[src/rtl/logic_arbiter_if.sv]
// rtl/logic_arbiter_if.sv - request/response bundle between requesters, consumer and the logic arbiter
interface logic_arbiter_if #(
  parameter int WIDTH = 32
);
  logic             req0_valid;
  logic             req0_ready;
  logic [WIDTH-1:0] req0_A;
  logic [WIDTH-1:0] req0_B;
  logic [3:0]       req0_ctrl;
  logic             req1_valid;
  logic             req1_ready;
  logic [WIDTH-1:0] req1_A;
  logic [WIDTH-1:0] req1_B;
  logic [3:0]       req1_ctrl;
  logic             rsp_valid;
  logic             rsp_ready;
  logic [WIDTH-1:0] rsp_dout;
  logic             rsp_id;
  logic             rsp_err;
  logic             busy;
  logic [15:0]      op_count;

  modport slave (
    input  req0_valid, req0_A, req0_B, req0_ctrl,
    input  req1_valid, req1_A, req1_B, req1_ctrl,
    output req0_ready, req1_ready,
    input  rsp_ready,
    output rsp_valid, rsp_dout, rsp_id, rsp_err, busy, op_count
  );

  modport master (
    output req0_valid, req0_A, req0_B, req0_ctrl,
    output req1_valid, req1_A, req1_B, req1_ctrl,
    input  req0_ready, req1_ready,
    output rsp_ready,
    input  rsp_valid, rsp_dout, rsp_id, rsp_err, busy, op_count
  );
endinterface

[src/rtl/logic_arbiter.sv]
// rtl/logic_arbiter.sv - round-robin two-port sequencer for the shared combinational logic unit
module logic_arbiter #(
  parameter int WIDTH = 32
) (
  input  logic             clk,
  input  logic             rst_n,
  logic_arbiter_if.slave   bus
);

  typedef enum logic [1:0] {IDLE, EXEC, RESP} state_e;

  state_e           state_q, state_d;
  logic             last_grant_q, last_grant_d;
  logic [WIDTH-1:0] a_q, a_d, b_q, b_d;
  logic [3:0]       ctrl_q, ctrl_d;
  logic             id_q, id_d;
  logic [WIDTH-1:0] dout_q, dout_d;
  logic             err_q, err_d;
  logic             valid_q, valid_d;
  logic [15:0]      op_count_q, op_count_d;

  logic             grant;
  logic             grant_valid;
  logic [WIDTH-1:0] unit_out;
  logic             unit_err;

  always_comb begin
    unit_out = '0;
    unit_err = 1'b0;
    case (ctrl_q)
      4'b1000: unit_out = a_q & b_q;
      4'b1110: unit_out = a_q | b_q;
      4'b0110: unit_out = a_q ^ b_q;
      4'b0001: unit_out = ~(a_q | b_q);
      4'b1010: unit_out = a_q;
      default: unit_err = 1'b1;
    endcase
  end

  // On a tie the requester that did not win last time goes first.
  always_comb begin
    grant       = 1'b0;
    grant_valid = bus.req0_valid | bus.req1_valid;
    if (bus.req0_valid && bus.req1_valid) grant = ~last_grant_q;
    else if (bus.req1_valid)              grant = 1'b1;
  end

  always_comb begin
    state_d        = state_q;
    last_grant_d   = last_grant_q;
    a_d            = a_q;
    b_d            = b_q;
    ctrl_d         = ctrl_q;
    id_d           = id_q;
    dout_d         = dout_q;
    err_d          = err_q;
    valid_d        = valid_q;
    op_count_d     = op_count_q;
    bus.req0_ready = 1'b0;
    bus.req1_ready = 1'b0;
    case (state_q)
      IDLE: begin
        if (grant_valid) begin
          bus.req0_ready = ~grant;
          bus.req1_ready = grant;
          a_d            = grant ? bus.req1_A : bus.req0_A;
          b_d            = grant ? bus.req1_B : bus.req0_B;
          ctrl_d         = grant ? bus.req1_ctrl : bus.req0_ctrl;
          id_d           = grant;
          last_grant_d   = grant;
          state_d        = EXEC;
        end
      end
      EXEC: begin
        dout_d  = unit_out;
        err_d   = unit_err;
        state_d = RESP;
      end
      RESP: begin
        // First RESP cycle only raises the registered valid, so it is presented two edges after accept.
        if (!valid_q) begin
          valid_d = 1'b1;
        end else if (bus.rsp_ready) begin
          valid_d    = 1'b0;
          op_count_d = op_count_q + 16'd1;
          state_d    = IDLE;
        end
      end
      default: state_d = IDLE;
    endcase
  end

  always_ff @(posedge clk) begin
    if (!rst_n) begin
      state_q      <= IDLE;
      last_grant_q <= 1'b1;
      a_q          <= '0;
      b_q          <= '0;
      ctrl_q       <= '0;
      id_q         <= 1'b0;
      dout_q       <= '0;
      err_q        <= 1'b0;
      valid_q      <= 1'b0;
      op_count_q   <= '0;
    end else begin
      state_q      <= state_d;
      last_grant_q <= last_grant_d;
      a_q          <= a_d;
      b_q          <= b_d;
      ctrl_q       <= ctrl_d;
      id_q         <= id_d;
      dout_q       <= dout_d;
      err_q        <= err_d;
      valid_q      <= valid_d;
      op_count_q   <= op_count_d;
    end
  end

  assign bus.rsp_valid = valid_q;
  assign bus.rsp_dout  = dout_q;
  assign bus.rsp_id    = id_q;
  assign bus.rsp_err   = err_q;
  assign bus.busy      = (state_q != IDLE);
  assign bus.op_count  = op_count_q;

endmodule

[src/flat_wrapper.sv]
// flat-port wrapper written by rule: the top's interface ports become plain ports
module logic_arbiter_flat 
#(
  parameter int WIDTH = 32
)
  (clk, rst_n, bus_req0_valid, bus_req0_A, bus_req0_B, bus_req0_ctrl, bus_req1_valid, bus_req1_A, bus_req1_B, bus_req1_ctrl, bus_req0_ready, bus_req1_ready, bus_rsp_ready, bus_rsp_valid, bus_rsp_dout, bus_rsp_id, bus_rsp_err, bus_busy, bus_op_count);
  logic_arbiter_if #(.WIDTH(WIDTH)) bus_i ();
  input  logic clk;
  input  logic rst_n;
  input wire logic [$bits(bus_i.req0_valid)-1:0] bus_req0_valid;
  input wire logic [$bits(bus_i.req0_A)-1:0] bus_req0_A;
  input wire logic [$bits(bus_i.req0_B)-1:0] bus_req0_B;
  input wire logic [$bits(bus_i.req0_ctrl)-1:0] bus_req0_ctrl;
  input wire logic [$bits(bus_i.req1_valid)-1:0] bus_req1_valid;
  input wire logic [$bits(bus_i.req1_A)-1:0] bus_req1_A;
  input wire logic [$bits(bus_i.req1_B)-1:0] bus_req1_B;
  input wire logic [$bits(bus_i.req1_ctrl)-1:0] bus_req1_ctrl;
  output wire logic [$bits(bus_i.req0_ready)-1:0] bus_req0_ready;
  output wire logic [$bits(bus_i.req1_ready)-1:0] bus_req1_ready;
  input wire logic [$bits(bus_i.rsp_ready)-1:0] bus_rsp_ready;
  output wire logic [$bits(bus_i.rsp_valid)-1:0] bus_rsp_valid;
  output wire logic [$bits(bus_i.rsp_dout)-1:0] bus_rsp_dout;
  output wire logic [$bits(bus_i.rsp_id)-1:0] bus_rsp_id;
  output wire logic [$bits(bus_i.rsp_err)-1:0] bus_rsp_err;
  output wire logic [$bits(bus_i.busy)-1:0] bus_busy;
  output wire logic [$bits(bus_i.op_count)-1:0] bus_op_count;
  assign bus_i.req0_valid = bus_req0_valid;
  assign bus_i.req0_A = bus_req0_A;
  assign bus_i.req0_B = bus_req0_B;
  assign bus_i.req0_ctrl = bus_req0_ctrl;
  assign bus_i.req1_valid = bus_req1_valid;
  assign bus_i.req1_A = bus_req1_A;
  assign bus_i.req1_B = bus_req1_B;
  assign bus_i.req1_ctrl = bus_req1_ctrl;
  assign bus_req0_ready = bus_i.req0_ready;
  assign bus_req1_ready = bus_i.req1_ready;
  assign bus_i.rsp_ready = bus_rsp_ready;
  assign bus_rsp_valid = bus_i.rsp_valid;
  assign bus_rsp_dout = bus_i.rsp_dout;
  assign bus_rsp_id = bus_i.rsp_id;
  assign bus_rsp_err = bus_i.rsp_err;
  assign bus_busy = bus_i.busy;
  assign bus_op_count = bus_i.op_count;
  logic_arbiter #(.WIDTH(WIDTH)) u_core (.clk(clk), .rst_n(rst_n), .bus(bus_i));
endmodule
[config.mk]
export PLATFORM = sky130hd
export DESIGN_NAME = logic_arbiter_flat
export DESIGN_NICKNAME = d
export VERILOG_FILES = /design/src/rtl/logic_arbiter_if.sv /design/src/rtl/logic_arbiter.sv /design/src/flat_wrapper.sv
export SDC_FILE = /design/constraint.sdc
export NUM_CORES = 1
export LEC_CHECK = 0
export CAP_MARGIN = 30
export CORE_ASPECT_RATIO = 0.8
export CORE_MARGIN = 2
export CORE_UTILIZATION = 30
export CTS_BUF_LIST = sky130_fd_sc_hd__clkbuf_2 sky130_fd_sc_hd__clkbuf_4 sky130_fd_sc_hd__clkbuf_8
export DETAILED_ROUTE_END_ITERATION = 6
export PLACE_DENSITY_LB_ADDON = 0.08
export SYNTH_ARGS = -nofsm -noshare
export SYNTH_HDL_FRONTEND = slang
export SYNTH_SLANG_ARGS = --single-unit
[constraint.sdc]
create_clock -name clk -period 4.45 [get_ports clk]
set_input_delay 0.445 -clock clk [delete_from_list [all_inputs] [get_ports clk]]
set_output_delay 0.445 -clock clk [all_outputs]
set_load 0.05 [all_outputs]
==> run metrics <==
status completed; Filler Cell Count 2114; Setup CP Type in2out; die width roughly 170 um; Worst-Margin Slew 975 ps; most frequent cells in the layout clkdlybuf4s50_1, dfxtp_1, nor2_1; Placed Area 8710 um^2; # setup viols final 0; final worst slack 1550 ps; Design Area, Final 9100 um^2; Startpoint Class input pin; syn nets 956; IO buf count between 150 and 200; DP Cell Count 1169; initial antenna violation count 0; # hold bufs at CTS 0; EDFF count, synth 0; top cells by area, synth dfxtp_1, ha_1, a222oi_1; core area roughly 22000 um^2; Vias per Instance 5.07; Pins Over Slew Limit 0; CTS Buffer Depth 2; Gate Count Post-Synth 750; Final TNS setup 0 ps; VDD IR-drop max 148 uV; # Max-Cap Violations 0; die height 136 um; routed len/inst 16.7 um; cts repair resizes 0; share of cells above drive strength 1 0.0583; Starting Density 0.305; pre-CTS setup slack 1550 ps; Residual DRC 0; Ports 195; Leak 3.60 nW; commonest non-fill, non-tap cell in the layout clkdlybuf4s50_1; Inserted Diodes 0; Final Hold Viols 0; CTS sink count between 100 and 150; crit path capture type output pin; DIE AREA 23100 um^2; Root Driver clkbuf_8; gr ovfl total 0; fin crit period around 2900 ps; CP arrival 2460 ps; Reg clk slew, reported paths 80 ps; GRT Util Overall 0.175; post-synth top area cell dfxtp_1; CTS tree done; Syn Std Cell Area 6570 um^2; setup bufs post-CTS 0; routability congestion estimate from global placement 0.718; via count approximately 6000; Routed Antenna Nets 0; hpwl dp 13000 um; Seq cells post-synth between 100 and 150; Setup Skew roughly 15 ps; Layout Cells excl Fill about 1200; top cell type's share of synthesized area 0.372; CP required 4010 ps; drt pass-1 iters 7; top_reg_cell synth dfxtp_1; row count 48; min-delay worst type reg2reg; library cells used by synthesis 43; worst-path fanout max 9; worst skew pair latency 440 ps; Slew headroom 0.350; first-pass GRT wire length ~32000 um; largest net degree at the start of global routing 84; sequential-to-total area share from yosys stat 0.372; vias in the first global route 5804; Routed WL around 20000 um; RSZ-0062 raised after global routing no; Iter 0 DRT Violations ~560; Num CTS Buffers 17; layout net count 1119; Achievable Freq 344 MHz; Synth warnings 0; Avg Inst Size Synth 8.76 um^2; P&R area growth vs syn 38.5%; PwrDens around 330 nW/um^2; H-tree levels 4; asr flop ratio synth 0; Final period util 0.653
synthesized netlist by cell type, types with 3 or more instances:
master	number
xnor2_1	6
ha_1	65
buf_2	14
nor2_1	84
nand2b_1	7
clkbuf_1	42
a21oi_1	6
nand3_1	39
a22o_1	32
a22oi_1	31
nand2_1	69
nor2b_1	9
a222oi_1	60
o21ai_0	5
dfxtp_1	122
a211oi_1	9
and2_1	3
o211ai_1	27
buf_4	3
xor2_1	3
and3_1	4
mux2i_1	15
inv_1	70
state kept, by name, summed over array words and instances, names as in the netlist:
signal / flops
u_core.bus.rsp_err: 1
u_core.bus.rsp_id: 1
u_core.bus.rsp_dout: 32
u_core.last_grant_q: 1
u_core.ctrl_q: 4
u_core.bus.op_count: 16
u_core.a_q: 32
u_core.bus.rsp_valid: 1
u_core.state_q: 2
u_core.b_q: 32
logic make-up after synthesis:
| logic type | count (synthesis) | share of synthesized area |
|---|---|---|
| simple gates | 231 | 0.163 |
| fa+ha+maj | 65 | 0.124 |
| compound gates | 176 | 0.226 |
| mux | 16 | 0.0246 |
| flops | 122 | 0.372 |
| xor+xnor | 9 | 0.0120 |
| buf+inv | 131 | 0.0792 |
worst max-delay path, cell delays in order:
cell	delay, ps
clkdlybuf4s50_1	570
a21boi_1	180
buf_4	230
and2_2	210
clkdlybuf4s50_1	820
final timing paths:
kind	from	endpoint	slack (ps)	cells past startpoint
setup / recovery	bus_req1_valid	bus_req1_ready	1550	5
hold / removal	u_core.bus.op_count[15]	u_core.bus.op_count[15]	480	2
setup reg to reg	u_core.ctrl_q[3]	u_core.bus.rsp_dout[31]	1940	5
hold reg to reg	u_core.bus.op_count[15]	u_core.bus.op_count[15]	480	2
area by class of cell:
type | count | area [um^2] | area share
clock inverter | 12 | 125 | 0.0137
tap | 275 | 344 | 0.0378
inverter | 70 | 263 | 0.0289
sequential | 122 | 2440 | 0.269
clock buffer | 20 | 263 | 0.0289
timing repair buffer | 205 | 2020 | 0.222
multi-input combinational | 497 | 3640 | 0.400
report_power, final:
group          switching, mW  internal (mW)
logic                  0.370          0.333
registers             0.0968           1.17
clock network          0.476          0.521
total                  0.944           2.02
layer usage:
layer | wire (um) | vias to the layer above | track usage
li1 | - | 3067 | -
met1 | 9920 | 2827 | 0.241
met2 | 8500 | 190 | 0.267
met3 | 1500 | 8 | 0.0579
met4 | 120 | 0 | 0.0347
met5 | 0 | - | 0
per-stage QoR:
stage | power (mW) | hold WS [ps] | util
finish | 2.97 | 477 | 0.422
global route | 3.15 | 497 | 0.422
CTS | 3.01 | 481 | 0.422
detailed placement | 2.00 | 462 | 0.404
global placement | 2.00 | 462 | 0.404
floorplan | 1.71 | 447 | -
No activity file was read; power rests on OpenSTA's default activity.
